**src/rtl/zero_extend_8b_16b_if.sv**
```systemverilog
// Operand bus for the zero-extension unit: load enable, the narrow field,
// and both the combinational and registered widened results.
interface zero_extend_8b_16b_if #(
    parameter int IN_W  = 8,
    parameter int OUT_W = 16
);
    logic             en;
    logic [IN_W-1:0]  in;
    logic [OUT_W-1:0] out;
    logic [OUT_W-1:0] out_r;

    // Decode side drives the field and enable and consumes the results.
    modport master (
        output en,
        output in,
        input  out,
        input  out_r
    );

    // Extension unit consumes the field and enable and drives the results.
    modport slave (
        input  en,
        input  in,
        output out,
        output out_r
    );
endinterface

```
**src/rtl/zero_extend_8b_16b.sv**
```systemverilog
// Zero-extension unit: widens an IN_W-bit unsigned field to OUT_W bits by
// prepending zeros. `out` is combinational; `out_r` is a registered copy
// loaded on `en` and cleared by a synchronous active-high reset.
module zero_extend_8b_16b #(
    parameter int IN_W  = 8,
    parameter int OUT_W = 16
) (
    input  logic                  clk,
    input  logic                  reset,
    zero_extend_8b_16b_if.slave   bus
);

    // Only the low IN_W bits are stored; the upper bits of out_r are
    // structurally tied to zero so they can never hold anything else.
    logic [IN_W-1:0] low_r;

    // Prepend zeros; the field's top bit is deliberately never replicated.
    function automatic logic [OUT_W-1:0] zext(input logic [IN_W-1:0] val);
        zext = {{(OUT_W - IN_W){1'b0}}, val};
    endfunction

    // Combinational widened value: tracks `in` with no clock or reset dependence.
    always_comb begin
        bus.out = zext(bus.in);
    end

    // Registered field capture: reset wins over enable, otherwise load or hold.
    always_ff @(posedge clk) begin
        if (reset) begin
            low_r <= {IN_W{1'b0}};
        end else if (bus.en) begin
            low_r <= bus.in;
        end else begin
            low_r <= low_r;
        end
    end

    // Registered widened value built from the stored field.
    always_comb begin
        bus.out_r = zext(low_r);
    end

endmodule

```
**src/flat_wrapper.sv**
```systemverilog
// flat-port wrapper written by rule: the top's interface ports become plain ports
module zero_extend_8b_16b_flat 
#(
    parameter int IN_W  = 8,
    parameter int OUT_W = 16
)
  (clk, reset, bus_en, bus_in, bus_out, bus_out_r);
  zero_extend_8b_16b_if #(.IN_W(IN_W), .OUT_W(OUT_W)) bus_i ();
  input  logic clk;
  input  logic reset;
  input wire logic [$bits(bus_i.en)-1:0] bus_en;
  input wire logic [$bits(bus_i.in)-1:0] bus_in;
  output wire logic [$bits(bus_i.out)-1:0] bus_out;
  output wire logic [$bits(bus_i.out_r)-1:0] bus_out_r;
  assign bus_i.en = bus_en;
  assign bus_i.in = bus_in;
  assign bus_out = bus_i.out;
  assign bus_out_r = bus_i.out_r;
  zero_extend_8b_16b #(.IN_W(IN_W), .OUT_W(OUT_W)) u_core (.clk(clk), .reset(reset), .bus(bus_i));
endmodule
```
**config.mk**
```make
export PLATFORM = sky130hd
export DESIGN_NAME = zero_extend_8b_16b_flat
export DESIGN_NICKNAME = d
export VERILOG_FILES = /design/src/rtl/zero_extend_8b_16b_if.sv /design/src/rtl/zero_extend_8b_16b.sv /design/src/flat_wrapper.sv
export SDC_FILE = /design/constraint.sdc
export NUM_CORES = 1
export LEC_CHECK = 0
export CAP_MARGIN = 20
export CORE_UTILIZATION = 31
export DETAILED_ROUTE_END_ITERATION = 10
export PLACE_DENSITY_LB_ADDON = 0.15
export SETUP_SLACK_MARGIN = 0.15
export SLEW_MARGIN = 20
export SYNTH_ARGS = -nofsm -noshare
export SYNTH_HDL_FRONTEND = slang
export SYNTH_SLANG_ARGS = --single-unit
```
**constraint.sdc**
```tcl
create_clock -name clk -period 1.05 [get_ports clk]
set_input_delay 0.1575 -clock clk [delete_from_list [all_inputs] [get_ports clk]]
set_output_delay 0.1575 -clock clk [all_outputs]
set_load 0.02 [all_outputs]
```
Word-level counts from Yosys, hierarchy flattened

Cells that the tools add are included.

Flip-flop bits (word level): 8

Logic depth before layout (Yosys ltp)

Gate-level depths: netlist (run 1).

Depth after elaboration: 0
Mapped depth: 3
Gate-level depth less buffers: 2

Worst setup path after synthesis (run 1)

Ideal clock, no wire load.

Path kind: register -> register
From: register, netlist name u_core.low_r[0]
To: register u_core.low_r[0]
Clock period less this slack: 0.651 ns
Cell stages (with the launch flop): 3
Path slack: 0.399 ns
Data required time: 0.926 ns
Arrival time: 0.527 ns
Cells stage by stage: dfxtp_1 -> mux2i_1 -> nor2_1

RTL lines:

| item                 | RTL line                 | text |
|---|---|---|
| end signal, assigned | zero_extend_8b_16b.sv:30 | `low_r <= {IN_W{1'b0}};` |
| end signal, assigned | zero_extend_8b_16b.sv:32 | `low_r <= bus.in;` |
| end signal, assigned | zero_extend_8b_16b.sv:34 | `low_r <= low_r;` |
| end, declared        | zero_extend_8b_16b.sv:15 | `logic [IN_W-1:0] low_r;` |

Worst setup path after layout (run 1)

From: input port bus_in[5]
To: output port bus_out[5]

RTL lines:

| item            | RTL line           | text |
|---|---|---|
| start, declared | flat_wrapper.sv:12 | `input wire logic [$bits(bus_i.in)-1:0] bus_in;` |
| end, declared   | flat_wrapper.sv:13 | `output wire logic [$bits(bus_i.out)-1:0] bus_out;` |

No word-level cell between the ends.

==> run_results.csv, run 1 <==
group,metric,value,unit
outcome,status,"complete, no violations",
worst_setup_path,critPathMaxStageDelay,480,ps
worst_setup_path,start_kind,"primary input",
synth,synth_area,469,µm²
sta,rsz0062_at_grt,"yes",
die,dieHeight,40.9,µm
place,port_buffers,26,
clock_network,cts_root_buf,"clkbuf_4",
synth,yosysWarnings,0,
die,die_area,1670,µm²
clock_network,clock_sinks,8,
flow_run,drv_cap,0,
route,wirelength,756,µm
synth,synth-seq-area-share,34.1,%
power_and_ir_drop,power_leakage,0.373,nW
synth,ys_ff_latch,8,
place,dp_slack,-364,ps
clock_network,tritoncts,"built",
sta,max_freq,1.06,GHz
sta,finalCriticalPeriod,944,ps
finish,largest_register,"u_core.low_r",
worst_setup_path,crit_path_cell_trace,"clkdlybuf4s50_1 > buf_4",
global_routing,grt_max_degree,9,
sta,fin_skew,0,ps
die,die-width,40.9,µm
finish,reg_top3,"u_core.low_r: 8 flops",
sta,post-route-period-util,89.9,%
worst_setup_path,path_depth,2,
synth,syn-mean-instance-area,9.20,µm²
place,hpwl,595,µm
power_and_ir_drop,switching_power,0.243,mW
worst_setup_path,required,890,ps
finish,largest_register_ffs,8,
sta,slew_violations,0,
power_and_ir_drop,seq_power_share,41.6,%
route,drc,0,
finish,diodes,0,
synth,syn_inst,51,
sta,final-setup-viol-count,0,
finish,area_growth,45.3,%
clock_network,cts_setup_buffers,0,
route,via_count,339,
route,detailedRoute.firstPassIterationCount,1,
die,coreArea,1350,µm²
worst_hold_path,min_path_cells,3,
sta,final_hold_viol_count,0,
power_and_ir_drop,clockPowerShare,27.6,%
synth,synth_cell_types,7,
worst_setup_path,reg2reg_depth,2,
route,final_antenna_net_count,0,
worst_setup_path,critPathArrivalTime,790,ps
worst_setup_path,cp_max_fo,2,
sta,setup_slack,106,ps
worst_setup_path,crit_type,"in -> out",
route,drt_iter0_markers,0,
clock_network,cts_hold_buf,0,
die,start_util,34.8,%
clock_network,h-tree-depth,1,
clock_network,cts_buffer_depth,2,
die,rows,13,
worst_setup_path,crit_family,"buffers and inverters",
synth,yosys.area.top_type,"buf_4",
power_and_ir_drop,ir_drop,812,µV
finish,layout_common_cells,"conb_1 (16), buf_6 (14), mux2i_1 (8), nor2_1 (8)",
clock_network,clkTransAtPathRegs,50,ps
global_routing,grt_pass1_wl,993,µm
route,viasPerCell,3.81,
die,io_pins,43,
finish,final_nets,87,
global_routing,antenna_found_initial,0,
place,gp_congestion,0.576,
finish,drive_gt1_share,39.2,%
synth,synthTopCellsByArea,"buf_4 (38%), dfxtp_1 (34%), mux2i_1 (17%)",
power_and_ir_drop,p_sw_share,30.1,%
worst_setup_path,slowest_stage,"clkdlybuf4s50_1",
synth,synth_top_area_share,38.4,%
power_and_ir_drop,internal_power,0.565,mW
global_routing,grt_pass1_vias,259,
global_routing,track_usage,9.46,%
worst_setup_path,path_buf_inv,2,
clock_network,numCtsBuffers,3,
power_and_ir_drop,p_comb_share,30.8,%
route,wire_per_inst,8.49,µm
sta,fin_setup_tns,0,ps
worst_setup_path,critPathCaptureType,"output pin",
power_and_ir_drop,power_per_cell_area,1190,nW/µm²
worst_hold_path,hold_path_class,"in -> reg",
finish,final_common_cell,"conb_1",
global_routing,grt_overflow,0,
clock_network,clkLatencyLatePin,250,ps
==> final cells by class <==
| class | instances | area [µm²] |
|---|---|---|
| Tap cell | 15 | 18.8 |
| Sequential cell | 8 | 166 |
| Multi-Input combinational cell | 32 | 170 |
| Clock buffer | 3 | 22.5 |
| Timing Repair Buffer | 31 | 304 |
| Fill cell | 128 | 668 |
==> metal layers <==
layer,GRT usage [%],up-vias,wire length (µm)
li1,-,166,-
met1,11.2,147,283
met4,2.50,0,0
met3,7.61,0,109
met2,12.9,26,363
met5,0,-,0
==> logic make-up (layout without fill, tap and decap cells) <==
kind of cell / count (synthesis) / in the layout / share of synthesized area [%]
muxes: 8 / 8 / 17.1
DFF: 8 / 8 / 34.1
buffers and inverters: 26 / 34 / 41.6
other: 1 / 16 / 0.799
and+or+nand+nor: 8 / 8 / 6.40
==> worst paths after layout <==
check                                      from         endpoint  slack (ps)
worst max-delay path                  bus_in[5]       bus_out[5]         110
worst min-delay path                  bus_in[1]  u_core.low_r[1]         320
worst max register to register  u_core.low_r[2]  u_core.low_r[2]         430
worst min register to register  u_core.low_r[7]  u_core.low_r[7]         490
==> cells in the mapped netlist, drive strengths merged <==
cell	instances
buf	26
dfxtp	8
mux2i	8
nor2	8
conb	1
==> through the flow <==
| stage | utilization [%] | power [mW] | hold slack, ps | std cells | instance area, µm² |
|---|---|---|---|---|---|
| floorplan | - | 0.537 | 305 | 66 | 526 |
| global placement | 47.9 | 0.590 | 480 | 86 | 647 |
| detailed placement | 47.9 | 0.590 | 485 | 86 | 647 |
| CTS | 47.0 | 0.805 | 318 | 89 | 634 |
| global route | 50.5 | 0.859 | 345 | 89 | 682 |
| finish | 50.5 | 0.809 | 323 | 89 | 682 |
==> timing repair <==
action                                  CTS  global route
pin swaps                                 0             0
gates resized for setup                  89            18
endpoints found under the setup margin   16            17
==> power groups by stage <==
stage | combinational (mW) | sequential (mW) | clock, mW
final | 0.249 | 0.336 | 0.223
after global routing | 0.270 | 0.338 | 0.252
after CTS | 0.235 | 0.331 | 0.239
after detailed placement | 0.253 | 0.337 | 0
after global placement | 0.252 | 0.337 | 0
after floorplan | 0.178 | 0.359 | 0
(Power assumes the default switching activity.)
==> run 2, diff against run 1 <==
PLACE_DENSITY = 0.86   (was unset)
PLACE_DENSITY_LB_ADDON = unset   (was 0.15)
==> run_results.csv, run 2 (synthesized netlist as in run 1, its figures left out) <==
group,metric,value,unit
route,wirelength,760,µm
route,drc,0,
sta,post-route-period-util,82.4,%
clock_network,cts_setup_buffers,0,
route,viasPerCell,3.76,
finish,layout.cells.non_filler,87,
sta,fin_setup_tns,0,ps
worst_setup_path,critPathMaxStageDelay,320,ps
worst_hold_path,whs_endpoint,"u_core.low_r[4]",
place,hpwl,607,µm
die,io_pins,43,
die,start_util,34.8,%
route,detailedRoute.firstPassIterationCount,4,
finish,diodes,0,
die,coreArea,1350,µm²
die,die_area,1670,µm²
clock_network,clkLatencyLatePin,240,ps
worst_setup_path,critPathCaptureType,"output pin",
clock_network,cts_buffer_depth,2,
worst_setup_path,path_buf_inv,1,
clock_network,h-tree-depth,1,
global_routing,grt_pass1_vias,210,
sta,rsz0062_at_grt,"no",
clock_network,cts_root_buf,"clkbuf_4",
route,final_antenna_net_count,0,
power_and_ir_drop,power_leakage,0.361,nW
sta,max_freq,1.16,GHz
worst_setup_path,crit_path_cell_trace,"buf_4",
clock_network,cts_hold_buf,0,
finish,seq_area,163,µm²
finish,final_nets,85,
global_routing,antenna_found_initial,0,
die,rows,13,
finish,largest_register_ffs,8,
sta,slew_violations,0,
worst_setup_path,critPathArrivalTime,710,ps
sta,final-setup-viol-count,0,
worst_setup_path,crit_type,"reg -> out",
place,gp_congestion,0.562,
die,die-width,40.9,µm
global_routing,track_usage,9.09,%
clock_network,numCtsBuffers,3,
place,dp_cells,84,
worst_setup_path,required,890,ps
clock_network,cts_resized,87,
die,dieHeight,40.9,µm
worst_setup_path,crit_family,"flip-flops",
outcome,status,"complete, no violations",
finish,final_common_cell,"conb_1",
place,port_buffers,26,
worst_setup_path,rrSetupSlack,440,ps
worst_setup_path,start_kind,"register",
worst_setup_path,cp_max_fo,2,
finish,layout_common_cells,"conb_1 (16), buf_6 (11)",
power_and_ir_drop,power,0.800,mW
route,drt_iter0_markers,4,
finish,largest_register,"u_core.low_r",
worst_setup_path,worstReg2RegStart,"u_core.low_r[5]",
worst_hold_path,min_path_cells,3,
worst_hold_path,min_from,"bus_in[4]",
finish,area_growth,38.7,%
flow_run,drv_cap,0,
power_and_ir_drop,ir_drop,583,µV
sta,final_hold_viol_count,0,
worst_hold_path,hold_path_class,"in -> reg",
sta,finalCriticalPeriod,866,ps
global_routing,grt_max_degree,9,
finish,fillers,143,
clock_network,tritoncts,"built",
worst_setup_path,reg2reg_depth,2,
route,wire_per_inst,8.74,µm
power_and_ir_drop,power_per_cell_area,1230,nW/µm²
clock_network,clkTransAtPathRegs,50,ps
sta,fin_skew,0,ps
finish,drive_gt1_share,33.3,%
worst_setup_path,reg2reg_to,"u_core.low_r[5]",
global_routing,grt_pass1_wl,931,µm
worst_setup_path,slowest_stage,"dfxtp_1",
route,via_count,327,
clock_network,clock_sinks,8,
global_routing,grt_overflow,0,
finish,multiInputGateArea,170,µm²
finish,reg_top3,"u_core.low_r: 8 flops",
==> run 2: layer usage <==
metal  track usage (%)  wire (µm)  vias to the layer above
met4              7.50          0                        0
li1                  -          -                      165
met1              11.4        331                      137
met5                 0          0                        -
met2              12.1        334                       25
met3              3.26         94                        0
==> run 2: how the worst max path moves through the flow <==
stage          slack [ps]  cells past startpoint             from              end
3_3_place_gp         -350                      2        bus_in[2]       bus_out[2]
6_report              180                      1  u_core.low_r[0]     bus_out_r[0]
4_1_cts                80                      2        bus_in[4]       bus_out[4]
2_1_floorplan         400                      2  u_core.low_r[0]  u_core.low_r[0]
5_1_grt               150                      1  u_core.low_r[0]     bus_out_r[0]
3_5_place_dp         -370                      2        bus_in[4]       bus_out[4]
==> run 2: power by group <==
part           switching [mW]  internal, mW
sequential            0.00864         0.323
combinational           0.139         0.100
clock                  0.0982         0.130
==> run 2: layout make-up <==
| class | instances | share of cell area, % |
|---|---|---|
| tap | 15 | 2.88 |
| multi-input combinational | 32 | 26.2 |
| timing repair buffer | 29 | 42.5 |
| sequential | 8 | 25.0 |
| clock buffer | 3 | 3.46 |
==> run 2: stage by stage <==
stage / area, µm² / utilization, % / setup slack, ps / hold slack [ps]
after floorplan: 526 / - / 399 / 305
after global placement: 632 / 46.8 / -354 / 474
after detailed placement: 632 / 46.8 / -370 / 485
after CTS: 612 / 45.3 / 81.4 / 319
after global routing: 651 / 48.2 / 151 / 257
final: 651 / 48.2 / 184 / 231
